[src/rtl/dmem_arbiter_if.sv]
// dmem_arbiter_if
//   Bundles the three buses around the data-memory arbiter:
//     cpu_*  : MEM-stage access (ops, sign, address, data) plus the read data and stall back to it
//     ext_*  : external word requester (req/we/addr/wdata in; gnt/rdata/rvalid out)
//     mem_*  : data-memory port (ops, sign, address, write data out; combinational read data in)
//   Op encoding on every 2-bit op: 00 word, 01 half, 11 byte, 10 none.
//   slave  : arbiter side.
//   master : environment side (pipeline, requester and memory).
interface dmem_arbiter_if;
  logic [1:0]  cpu_rd_op;
  logic [1:0]  cpu_wr_op;
  logic        cpu_rd_sign;
  logic [31:0] cpu_addr;
  logic [31:0] cpu_wdata;
  logic [31:0] cpu_rdata;
  logic        cpu_stall;
  logic        ext_req;
  logic        ext_we;
  logic [31:0] ext_addr;
  logic [31:0] ext_wdata;
  logic        ext_gnt;
  logic [31:0] ext_rdata;
  logic        ext_rvalid;
  logic [1:0]  mem_rd_op;
  logic [1:0]  mem_wr_op;
  logic        mem_rd_sign;
  logic [31:0] mem_addr;
  logic [31:0] mem_wdata;
  logic [31:0] mem_rdata;

  modport slave (
    input  cpu_rd_op, cpu_wr_op, cpu_rd_sign, cpu_addr, cpu_wdata,
    output cpu_rdata, cpu_stall,
    input  ext_req, ext_we, ext_addr, ext_wdata,
    output ext_gnt, ext_rdata, ext_rvalid,
    output mem_rd_op, mem_wr_op, mem_rd_sign, mem_addr, mem_wdata,
    input  mem_rdata
  );

  modport master (
    output cpu_rd_op, cpu_wr_op, cpu_rd_sign, cpu_addr, cpu_wdata,
    input  cpu_rdata, cpu_stall,
    output ext_req, ext_we, ext_addr, ext_wdata,
    input  ext_gnt, ext_rdata, ext_rvalid,
    input  mem_rd_op, mem_wr_op, mem_rd_sign, mem_addr, mem_wdata,
    output mem_rdata
  );
endinterface

[src/rtl/dmem_arbiter.sv]
// dmem_arbiter
//   Shares one data-memory port between the MEM stage (priority) and an
//   external word requester. A contention counter forces an external grant,
//   stalling the pipeline for one cycle, after MAX_WAIT lost cycles.
// Ports:
//   clk   : rising-edge clock
//   reset : synchronous, active-low
//   bus   : dmem_arbiter_if.slave (cpu_*, ext_*, mem_* buses)
// Parameters:
//   MAX_WAIT : contended cycles an external request may lose (1..15)
module dmem_arbiter #(
  parameter int MAX_WAIT = 4
) (
  input  logic           clk,
  input  logic           reset,
  dmem_arbiter_if.slave  bus
);

  localparam logic [1:0] OP_WORD = 2'b00;
  localparam logic [1:0] OP_NONE = 2'b10;
  localparam logic [3:0] WAIT_LAST = 4'(MAX_WAIT - 1);

  typedef enum logic {NORMAL, FORCE} state_e;

  state_e      state_q, state_d;
  logic [3:0]  wait_cnt_q, wait_cnt_d;
  logic [31:0] ext_rdata_q, ext_rdata_d;
  logic        ext_rvalid_q, ext_rvalid_d;

  logic cpu_active, cpu_own, ext_own, stall;

  always_comb begin
    state_d      = state_q;
    wait_cnt_d   = wait_cnt_q;
    cpu_own      = 1'b0;
    ext_own      = 1'b0;
    stall        = 1'b0;
    cpu_active   = (bus.cpu_rd_op != OP_NONE) || (bus.cpu_wr_op != OP_NONE);

    // While in reset nobody owns the port, so no op reaches memory.
    if (reset) begin
      unique case (state_q)
        NORMAL: begin
          if (bus.ext_req && !cpu_active) begin
            ext_own    = 1'b1;
            wait_cnt_d = '0;
          end else if (bus.ext_req) begin
            cpu_own = 1'b1;
            // Last tolerated loss: hold the count and force next cycle.
            if (wait_cnt_q == WAIT_LAST) state_d = FORCE;
            else                         wait_cnt_d = wait_cnt_q + 4'd1;
          end else begin
            cpu_own    = cpu_active;
            wait_cnt_d = '0;
          end
        end
        FORCE: begin
          // A withdrawn request simply gives the slot back to the CPU.
          if (bus.ext_req) begin
            ext_own = 1'b1;
            stall   = cpu_active;
          end else begin
            cpu_own = cpu_active;
          end
          state_d    = NORMAL;
          wait_cnt_d = '0;
        end
        default: state_d = NORMAL;
      endcase
    end

    ext_rdata_d  = ext_rdata_q;
    ext_rvalid_d = ext_own && !bus.ext_we;
    if (ext_own && !bus.ext_we) ext_rdata_d = bus.mem_rdata;
  end

  // Memory port mux.
  always_comb begin
    bus.mem_rd_op   = OP_NONE;
    bus.mem_wr_op   = OP_NONE;
    bus.mem_rd_sign = 1'b0;
    bus.mem_addr    = '0;
    bus.mem_wdata   = '0;
    if (ext_own) begin
      bus.mem_rd_op = bus.ext_we ? OP_NONE : OP_WORD;
      bus.mem_wr_op = bus.ext_we ? OP_WORD : OP_NONE;
      bus.mem_addr  = {bus.ext_addr[31:2], 2'b00};
      bus.mem_wdata = bus.ext_wdata;
    end else if (cpu_own) begin
      bus.mem_rd_op   = bus.cpu_rd_op;
      bus.mem_wr_op   = bus.cpu_wr_op;
      bus.mem_rd_sign = bus.cpu_rd_sign;
      bus.mem_addr    = bus.cpu_addr;
      bus.mem_wdata   = bus.cpu_wdata;
    end
  end

  assign bus.cpu_rdata  = cpu_own ? bus.mem_rdata : '0;
  assign bus.cpu_stall  = stall;
  assign bus.ext_gnt    = ext_own;
  assign bus.ext_rdata  = ext_rdata_q;
  assign bus.ext_rvalid = ext_rvalid_q;

  always_ff @(posedge clk) begin
    if (!reset) begin
      state_q      <= NORMAL;
      wait_cnt_q   <= '0;
      ext_rdata_q  <= '0;
      ext_rvalid_q <= 1'b0;
    end else begin
      state_q      <= state_d;
      wait_cnt_q   <= wait_cnt_d;
      ext_rdata_q  <= ext_rdata_d;
      ext_rvalid_q <= ext_rvalid_d;
    end
  end

endmodule

[src/flat_wrapper.sv]
// flat-port wrapper written by rule: the top's interface ports become plain ports
module dmem_arbiter_flat 
#(
  parameter int MAX_WAIT = 4
)
  (clk, reset, bus_cpu_rd_op, bus_cpu_wr_op, bus_cpu_rd_sign, bus_cpu_addr, bus_cpu_wdata, bus_cpu_rdata, bus_cpu_stall, bus_ext_req, bus_ext_we, bus_ext_addr, bus_ext_wdata, bus_ext_gnt, bus_ext_rdata, bus_ext_rvalid, bus_mem_rd_op, bus_mem_wr_op, bus_mem_rd_sign, bus_mem_addr, bus_mem_wdata, bus_mem_rdata);
  dmem_arbiter_if bus_i ();
  input  logic clk;
  input  logic reset;
  input wire logic [$bits(bus_i.cpu_rd_op)-1:0] bus_cpu_rd_op;
  input wire logic [$bits(bus_i.cpu_wr_op)-1:0] bus_cpu_wr_op;
  input wire logic [$bits(bus_i.cpu_rd_sign)-1:0] bus_cpu_rd_sign;
  input wire logic [$bits(bus_i.cpu_addr)-1:0] bus_cpu_addr;
  input wire logic [$bits(bus_i.cpu_wdata)-1:0] bus_cpu_wdata;
  output wire logic [$bits(bus_i.cpu_rdata)-1:0] bus_cpu_rdata;
  output wire logic [$bits(bus_i.cpu_stall)-1:0] bus_cpu_stall;
  input wire logic [$bits(bus_i.ext_req)-1:0] bus_ext_req;
  input wire logic [$bits(bus_i.ext_we)-1:0] bus_ext_we;
  input wire logic [$bits(bus_i.ext_addr)-1:0] bus_ext_addr;
  input wire logic [$bits(bus_i.ext_wdata)-1:0] bus_ext_wdata;
  output wire logic [$bits(bus_i.ext_gnt)-1:0] bus_ext_gnt;
  output wire logic [$bits(bus_i.ext_rdata)-1:0] bus_ext_rdata;
  output wire logic [$bits(bus_i.ext_rvalid)-1:0] bus_ext_rvalid;
  output wire logic [$bits(bus_i.mem_rd_op)-1:0] bus_mem_rd_op;
  output wire logic [$bits(bus_i.mem_wr_op)-1:0] bus_mem_wr_op;
  output wire logic [$bits(bus_i.mem_rd_sign)-1:0] bus_mem_rd_sign;
  output wire logic [$bits(bus_i.mem_addr)-1:0] bus_mem_addr;
  output wire logic [$bits(bus_i.mem_wdata)-1:0] bus_mem_wdata;
  input wire logic [$bits(bus_i.mem_rdata)-1:0] bus_mem_rdata;
  assign bus_i.cpu_rd_op = bus_cpu_rd_op;
  assign bus_i.cpu_wr_op = bus_cpu_wr_op;
  assign bus_i.cpu_rd_sign = bus_cpu_rd_sign;
  assign bus_i.cpu_addr = bus_cpu_addr;
  assign bus_i.cpu_wdata = bus_cpu_wdata;
  assign bus_cpu_rdata = bus_i.cpu_rdata;
  assign bus_cpu_stall = bus_i.cpu_stall;
  assign bus_i.ext_req = bus_ext_req;
  assign bus_i.ext_we = bus_ext_we;
  assign bus_i.ext_addr = bus_ext_addr;
  assign bus_i.ext_wdata = bus_ext_wdata;
  assign bus_ext_gnt = bus_i.ext_gnt;
  assign bus_ext_rdata = bus_i.ext_rdata;
  assign bus_ext_rvalid = bus_i.ext_rvalid;
  assign bus_mem_rd_op = bus_i.mem_rd_op;
  assign bus_mem_wr_op = bus_i.mem_wr_op;
  assign bus_mem_rd_sign = bus_i.mem_rd_sign;
  assign bus_mem_addr = bus_i.mem_addr;
  assign bus_mem_wdata = bus_i.mem_wdata;
  assign bus_i.mem_rdata = bus_mem_rdata;
  dmem_arbiter #(.MAX_WAIT(MAX_WAIT)) u_core (.clk(clk), .reset(reset), .bus(bus_i));
endmodule
[config.mk]
export PLATFORM = sky130hd
export DESIGN_NAME = dmem_arbiter_flat
export DESIGN_NICKNAME = d
export VERILOG_FILES = /design/src/rtl/dmem_arbiter_if.sv /design/src/rtl/dmem_arbiter.sv /design/src/flat_wrapper.sv
export SDC_FILE = /design/constraint.sdc
export NUM_CORES = 1
export LEC_CHECK = 0
export CAP_MARGIN = 20
export CORE_AREA = 3 3 118 120
export CTS_CLUSTER_DIAMETER = 150
export DETAILED_ROUTE_END_ITERATION = 6
export DIE_AREA = 0 0 121 123
export PLACE_DENSITY_LB_ADDON = 0.2
export SKIP_CTS_REPAIR_TIMING = 1
export SYNTH_ARGS = -nofsm -noshare
export SYNTH_HDL_FRONTEND = slang
export SYNTH_SLANG_ARGS = --single-unit
[constraint.sdc]
create_clock -name clk -period 4.6 [get_ports clk]
set_clock_uncertainty 0.05 [all_clocks]
set_input_delay 1.38 -clock clk [delete_from_list [all_inputs] [get_ports clk]]
set_output_delay 1.38 -clock clk [all_outputs]
set_load 0.05 [all_outputs]
## Word level (Yosys, flattened, before mapping)

Index checks and enable logic that the tools add are counted.

| word-level totals | value |
|---|---|
| logic and storage cells | 48 |
| flip-flop bits (word level) | 38 |
| output and inout port bits | 136 |
| input port bits | 169 |

| operators by class | value |
|---|---|
| reduce and logical (&&, ||, !) cells | 5 |
| bitwise gates (word level) | 1 |
| add/sub/neg operators | 1 |
| multiplexer cells | 33 |
| equality and inequality tests | 4 |

Operators with widths:

| kind | number |
|---|---|
| 32-bit 2-to-1 mux | 5 |
| 1-bit 2-to-1 mux | 15 |
| 2-bit 2-to-1 mux | 6 |
| 4-bit 2-to-1 mux | 3 |
| 4-bit one-hot mux with 2 select lines | 1 |
| 1-bit one-hot mux with 2 select lines | 3 |
| 4-bit by 1-bit adder with 4-bit output, second input constant | 1 |
| 4-bit by 2-bit equality test with 1-bit output, second input constant | 1 |
| 2-bit != test, second input constant | 2 |
| 4-bit by 3-bit != test with 1-bit output, second input constant | 1 |
| 1-bit logical AND | 2 |
| 1-bit logical NOT | 2 |
| 1-bit logical OR | 1 |
| 1-bit inverter | 1 |

## Logic depth before layout (Yosys ltp)

Gate-level depths: netlist of the first run.

| depth | value |
|---|---|
| depth in word-level cells | 9 |
| depth in mapped cells | 6 |
| gate-level depth less buffers | 4 |

## Least setup slack after synthesis of the first run

No wires, ideal clock.

| timing path | value |
|---|---|
| path kind | input -> output |
| start point | in bus_cpu_wr_op[0] |
| end point | out bus_mem_addr[10] |
| path buffers | 2 |
| path slack | -0.107 ns |
| data arrival time | 3.277 ns |
| stages | 5 |
| data required time | 3.170 ns |
| cell sequence | and4bb_1 buf_6 clkbuf_1 o211ai_1 a21boi_0 |

| on the way | value |
|---|---|
| longest elaborated chain between the ends | 9 |
| elaborated cells between the ends (all ways) | 14 |
| those cells by class | eq/ne (1); mux (10); reduce/logical (3) |

Ends and longest elaborated chain:

| what | line | RTL |
|---|---|---|
| start: declaration | flat_wrapper.sv:11 | `input wire logic [$bits(bus_i.cpu_wr_op)-1:0] bus_cpu_wr_op;` |
| 2-bit != test (*) | dmem_arbiter.sv:38 | `cpu_active = (bus.cpu_rd_op != OP_NONE) \|\| (bus.cpu_wr_op != OP_NONE);` |
| 1-bit logical OR (*) | dmem_arbiter.sv:38 |  |
| 1-bit logical NOT | dmem_arbiter.sv:44 | `if (bus.ext_req && !cpu_active) begin` |
| 1-bit logical AND | dmem_arbiter.sv:44 |  |
| 1-bit 2-to-1 mux | dmem_arbiter.sv:44 |  |
| 1-bit one-hot mux with 2 select lines | dmem_arbiter.sv:42 | `unique case (state_q)` |
| 1-bit 2-to-1 mux | dmem_arbiter.sv:41 | `if (reset) begin` |
| 32-bit 2-to-1 mux | dmem_arbiter.sv:89 | `end else if (cpu_own) begin` |
| 32-bit 2-to-1 mux (*) | dmem_arbiter.sv:84 | `if (ext_own) begin` |
| end: declaration | flat_wrapper.sv:27 | `output wire logic [$bits(bus_i.mem_addr)-1:0] bus_mem_addr;` |

Mark *: on every way between the ends. The rest lies on a longest branch, timed or not.

## Worst setup path after layout of the first run

| timing path | value |
|---|---|
| start point | in bus_cpu_rd_op[1] |
| end point | out bus_mem_wdata[14] |

| on the way | value |
|---|---|
| longest elaborated chain between the ends | 9 |
| elaborated cells between the ends (all ways) | 14 |
| those cells by class | eq/ne (1); mux (10); reduce/logical (3) |

Ends and longest elaborated chain:

| what | line | RTL |
|---|---|---|
| start: declaration | flat_wrapper.sv:10 | `input wire logic [$bits(bus_i.cpu_rd_op)-1:0] bus_cpu_rd_op;` |
| 2-bit != test (*) | dmem_arbiter.sv:38 |  |
| 1-bit logical OR (*) | dmem_arbiter.sv:38 |  |
| 1-bit logical NOT | dmem_arbiter.sv:44 |  |
| 1-bit logical AND | dmem_arbiter.sv:44 |  |
| 1-bit 2-to-1 mux | dmem_arbiter.sv:44 |  |
| 1-bit one-hot mux with 2 select lines | dmem_arbiter.sv:42 |  |
| 1-bit 2-to-1 mux | dmem_arbiter.sv:41 |  |
| 32-bit 2-to-1 mux | dmem_arbiter.sv:89 |  |
| 32-bit 2-to-1 mux (*) | dmem_arbiter.sv:84 |  |
| end: declaration | flat_wrapper.sv:28 | `output wire logic [$bits(bus_i.mem_wdata)-1:0] bus_mem_wdata;` |

Marks and branches as above.

==> results of run 1 <==
==> routing by layer <==
metal	vias to the layer above	wire length, um
li1	2130	-
met1	2031	6000
met2	171	7660
met3	19	1020
met4	0	230
met5	-	0
==> per-stage QoR <==
stage / hold slack (ps) / std cells / instance area [um^2] / utilization
after global routing: 430 / 887 / 6310 / 0.482
after detailed placement: 401 / 880 / 6170 / 0.472
final: 408 / 887 / 6310 / 0.482
after CTS: 407 / 887 / 6310 / 0.482
after global placement: 391 / 880 / 6170 / 0.472
after floorplan: 421 / 445 / 3250 / -
==> area by class of cell <==
cell class	count	area, um^2	share of cell area
clock buffers	5	125	0.0198
clock inverters	2	10.0	0.00159
inverters	2	7.51	0.00119
multi-input cells	347	2240	0.355
flip-flops and latches	38	762	0.121
well taps	176	220	0.0349
repair buffers	317	2950	0.467
==> worst paths after layout <==
check                             endpoint  slack, ps  cells past startpoint
setup / recovery         bus_mem_wdata[14]         80                      6
hold / removal     u_core.bus.ext_rdata[3]        410                      2
setup reg to reg  u_core.bus.ext_rdata[31]       2580                      3
hold reg to reg    u_core.bus.ext_rdata[3]        410                      2
==> where the power goes <==
group	internal, mW	switching, mW	total [mW]
combinational	0.244	0.311	0.555
sequential	0.332	0.00215	0.334
clock	0.195	0.126	0.321
total	0.771	0.439	1.21
==> critical path, cell delays in order <==
cell and delay [ps]:
clkdlybuf4s50_1 580, and4bb_4 320, buf_12 210, o211ai_1 100, a21boi_1 220, buf_4 240
==> sequential cells by signal, summed over array words and instances, names as in the netlist <==
signal / cells
u_core.state_q: 1
u_core.bus.ext_rvalid: 1
u_core.bus.ext_rdata: 32
u_core.wait_cnt_q: 4
==> cells in the final DEF, fill, tap and decap left out, types with 2 or more instances in the layout <==
master / instances
clkdlybuf4s50_1: 197
buf_4: 113
nand2_1: 67
nand3_1: 63
o211ai_1: 62
a21boi_1: 60
dfxtp_1: 37
and2_1: 35
mux2i_1: 33
nor2_1: 6
buf_12: 6
clkbuf_16: 5
and3_1: 3
a21boi_0: 2
inv_1: 2
o32a_1: 2
xor2_1: 2
clkinv_2: 2
==> kinds of logic after synthesis <==
logic type | after synthesis | synth area share
XOR/XNOR | 2 | 0.00540
AND/OR/NAND/NOR | 183 | 0.275
flip-flops | 38 | 0.234
AO/OA/AOI/OAI | 128 | 0.297
multiplexers | 33 | 0.102
adder cells (fa/ha/maj) | 1 | 0.00385
buffers and inverters | 60 | 0.0821
==> results.cfg, run 1 <==
[layout]
fillCellCount = 1239
area_delta_synth_final_pct = 94.4
final_layout_size_suffix_gt1_frac = 0.186
nets = 881
diodes = 0

[setup_path]
worstSetupStartpointType = input port
critPathLaunch = bus_cpu_rd_op[1]
critPathCaptureType = output pin
crit_arrival_ps = 3090
critical_path_required_ps = 3170
worstReg2RegStart = u_core.state_q
cp_max_fo = 38
crit_type = in -> out

[grt]
use_met1 = 0.223
antenna_found_initial = 0
gr-usage-met3 = 0.0361
grt_max_degree = 67
grt_pass1_wl_um = 22200
grt_usage = 0.183
overflow = 0
grt.met2_usage = 0.333
grt_pass1_vias = 4128
busiest_layer = met2

[detailed_routing]
first_pass_iters = 5
post_drt_wl_per_cell_um = 16.8
drtIter0Drc = 274
via_count = 4351
drtAntennaViolNets = 0
wl_um = 14900
drc = 0
vias_per_cell = 4.91

[yosys]
yosysTopAreaCellShare = 0.234
ys_seq_area_frac = 0.234
synth-seq-cells = 38
yosysUniqueCellTypes = 27
synth_most_common_cell = nand2_1
synth_area_mm2 = 0.00325
yosys.area.top_type = dfxtp_1
avgSynthCellArea_um2 = 7.30
syn-instance-count = 445
ys_warn_count = 0
synth_edf_count = 0
synth_nets = 615
yosys-top-cells-area = dfxtp_1, a21boi_0, o211ai_1
synth_common_cells = nand2_1, nand3_1, a21boi_0, o211ai_1, clkbuf_1
ys_async_sr_fraction = 0
ys.flop_type = dfxtp_1

[floorplanning]
fp.dieH_um = 123
row_count = 42
core-area_mm2 = 0.0131
fp.dieArea_mm2 = 0.0149
initial_core_util = 0.248
die_w_um = 121
ios = 305

[sta]
tns_ps = 0
max_slew_margin = 0.570
worstMarginPinSlew_ps = 645
rsz0062_at_grt = false
fin_crit_sh = 0.982
maxSlewViolCount = 0
fmax_ghz = 0.221
hold_viol_final = 0
min_period_ps = 4520
finalWorstSetupSlack_ps = 81.5
setup_viol = 0

[clock_tree]
clock_sinks = 38
cts_made_buffers = 5
clkTransAtPathRegs_ps = 60
clock_latency_ps = 270
cts_tree = done
cts_buffer_depth = 2
cts_max_level = 2
cts-root-buf = clkbuf_16

[power]
cellLeakagePower_nw = 2.52
vdd_drop_max_mv = 0.144
cellPowerDensity_mw_per_mm2 = 192
total_power_mw = 1.21

[placement]
place_hpwl_um = 11200
numPortBuffers = 302
gp_congestion = 0.828
post-place-ws_ps = 74.8

[hold_path]
hold_class = reg -> reg
hold_path_startpoint = u_core.bus.ext_rdata[3]

[run]
maxCapViolCount = 0

[status]
status = complete, no violations
(Power assumes the default switching activity.)
==> inputs of run 2 (changes only) <==
--- a/config.mk
+++ b/config.mk
@@ -8,6 +8,7 @@
 export CAP_MARGIN = 20
 export CORE_AREA = 3 3 118 120
 export CTS_CLUSTER_DIAMETER = 150
+export CTS_CLUSTER_SIZE = 20
 export DETAILED_ROUTE_END_ITERATION = 6
 export DIE_AREA = 0 0 121 123
 export PLACE_DENSITY_LB_ADDON = 0.2
==> results of run 2 <==
Final layout, timing and power as in run 1 (identical DEF).
==> inputs of run 3 (changes only) <==
--- a/config.mk
+++ b/config.mk
@@ -16,3 +16,4 @@
 export SYNTH_ARGS = -nofsm -noshare
 export SYNTH_HDL_FRONTEND = slang
 export SYNTH_SLANG_ARGS = --single-unit
+export TNS_END_PERCENT = 30
==> run 3 against run 2 <==
Critical endpoint is now bus_mem_wdata[27]. Design area grew 12%. Cell count is 2.9% higher. Critical path depth grew 1. Fmax about the same. Routed wire length grew 2.7%. Highest routed layer unchanged.
==> results.cfg, run 3 (same netlist as run 1, synthesis figures left out) <==
[floorplanning]
fp.dieH_um = 123
core-area_mm2 = 0.0131
row_count = 42
ios = 305
die_w_um = 121
fp.dieArea_mm2 = 0.0149
initial_core_util = 0.248

[placement]
gp_congestion = 0.804
post-place-ws_ps = 3.83
numPortBuffers = 302
dpl_cell_area_mm2 = 0.00683
place_hpwl_um = 11800

[clock_tree]
cts_max_level = 2
cts_tree = done
cts_buffer_depth = 2
clkTransAtPathRegs_ps = 60
clock_latency_ps = 270
cts_made_buffers = 5
clock_sinks = 38
cts-root-buf = clkbuf_16

[sta]
tns_ps = 0
setup_viol = 0
fin_crit_sh = 0.983
rsz0062_at_grt = false
fmax_ghz = 0.221
hold_viol_final = 0
max_slew_margin = 0.547
maxSlewViolCount = 0
min_period_ps = 4520
worstMarginPinSlew_ps = 679
finalWorstSetupSlack_ps = 77.1

[grt]
grt_usage = 0.191
grt_pass1_vias = 4315
overflow = 0
antenna_found_initial = 1
grt_pass1_wl_um = 23100
grt_max_degree = 66

[layout]
largest_reg_flops = 32
multi_input_area_mm2 = 0.00224
nets = 905
fillCellCount = 1170
fin_util = 0.540
area_delta_synth_final_pct = 118
final_common_cell = clkdlybuf4s50_1
final_area_mm2 = 0.00706
seq_area_um2 = 762
mostFrequentLayoutCells = clkdlybuf4s50_1, buf_4, nand2_1
final_layout_size_suffix_gt1_frac = 0.213

[setup_path]
worstReg2RegStart = u_core.state_q
r2r_end = u_core.bus.ext_rdata[2]
path_cells = clkdlybuf4s50_1 > and4bb_4 > buf_12 > buf_4 > o211ai_1 > a21boi_0 > buf_4
worstPathBufferInverterCount = 4
crit_type = in -> out
cpPeakStageDelay_ps = 560
worstSetupStartpointType = input port
crit_arrival_ps = 3090
cp_max_fo = 17
r2r_cells = 4
critical_path_required_ps = 3170
cp_slowest_cell = clkdlybuf4s50_1
r2r_slack_ps = 2480
worst_path_most_repeated_cell = buf_4
critPathCaptureType = output pin
path_delay_family = buffers and inverters

[hold_path]
hold_path_startpoint = u_core.bus.ext_rdata[4]
hold_class = reg -> reg
min_path_cells = 2
holdPathEnd = u_core.bus.ext_rdata[4]

[detailed_routing]
wl_um = 15300
vias_per_cell = 4.77
drc = 0
via_count = 4352
first_pass_iters = 4
drtAntennaViolNets = 0
drtIter0Drc = 151
post_drt_wl_per_cell_um = 16.8

[status]
status = complete, no violations

[power]
vdd_drop_max_mv = 0.151
cellLeakagePower_nw = 2.80
total_power_mw = 1.42
cellPowerDensity_mw_per_mm2 = 200

[run]
maxCapViolCount = 0
## run 3: changes by cell type in the layout (fill, tap and decap cells not counted), sizes merged
cell,delta
buf,+24
clkinv,-2
bufinv,+2
clkbuf,+1
diode,+1
## run 3: layout make-up
cell class,count,area share
Inverter,2,0.00106
Timing Repair Buffer,341,0.514
Sequential cell,38,0.108
Antenna cell,1,0.000354
Clock inverter,2,0.00850
Tap cell,176,0.0312
Multi-Input combinational cell,347,0.317
Clock buffer,6,0.0197
## run 3: worst reg2reg max path, cell delays in order, from the launching register on
cell	delay, ps
dfxtp_2	330
buf_4	550
o211a_2	670
buf_12	260
mux2i_1	210
## run 3: per-layer routing
| metal | track usage | part of all wire | vias up |
|---|---|---|---|
| met3 | 0.0306 | 0.054 | 22 |
| met5 | 0 | 0 | - |
| met4 | 0.0567 | 0.025 | 0 |
| met1 | 0.236 | 0.40 | 1997 |
| li1 | - | - | 2173 |
| met2 | 0.343 | 0.52 | 160 |
## run 3: report_power, final
part	internal, mW	switching (mW)	leakage [nW]
sequential	0.332	0.00186	0.307
clock	0.326	0.133	0.0971
combinational	0.299	0.324	2.40
total	0.957	0.458	2.80
## run 3: worst max-delay path by stage
stage | to | depth (start not counted) | slack, ps | start
after floorplan | bus_mem_addr[28] | 5 | -110 | bus_cpu_wr_op[0]
after detailed placement | bus_mem_addr[10] | 6 | 4 | bus_cpu_rd_op[1]
final | bus_mem_wdata[27] | 7 | 80 | bus_cpu_rd_op[1]
after global placement | bus_cpu_rdata[15] | 6 | 50 | bus_cpu_rd_op[1]
after global routing | bus_mem_wdata[27] | 7 | 3 | bus_cpu_wr_op[1]
after CTS | bus_mem_addr[10] | 6 | -10 | bus_cpu_rd_op[1]
## run 3: stage by stage
stage	hold WS (ps)	instances
after CTS	410	910
after detailed placement	400	902
after global routing	421	913
final	407	913
after global placement	391	902
after floorplan	421	445
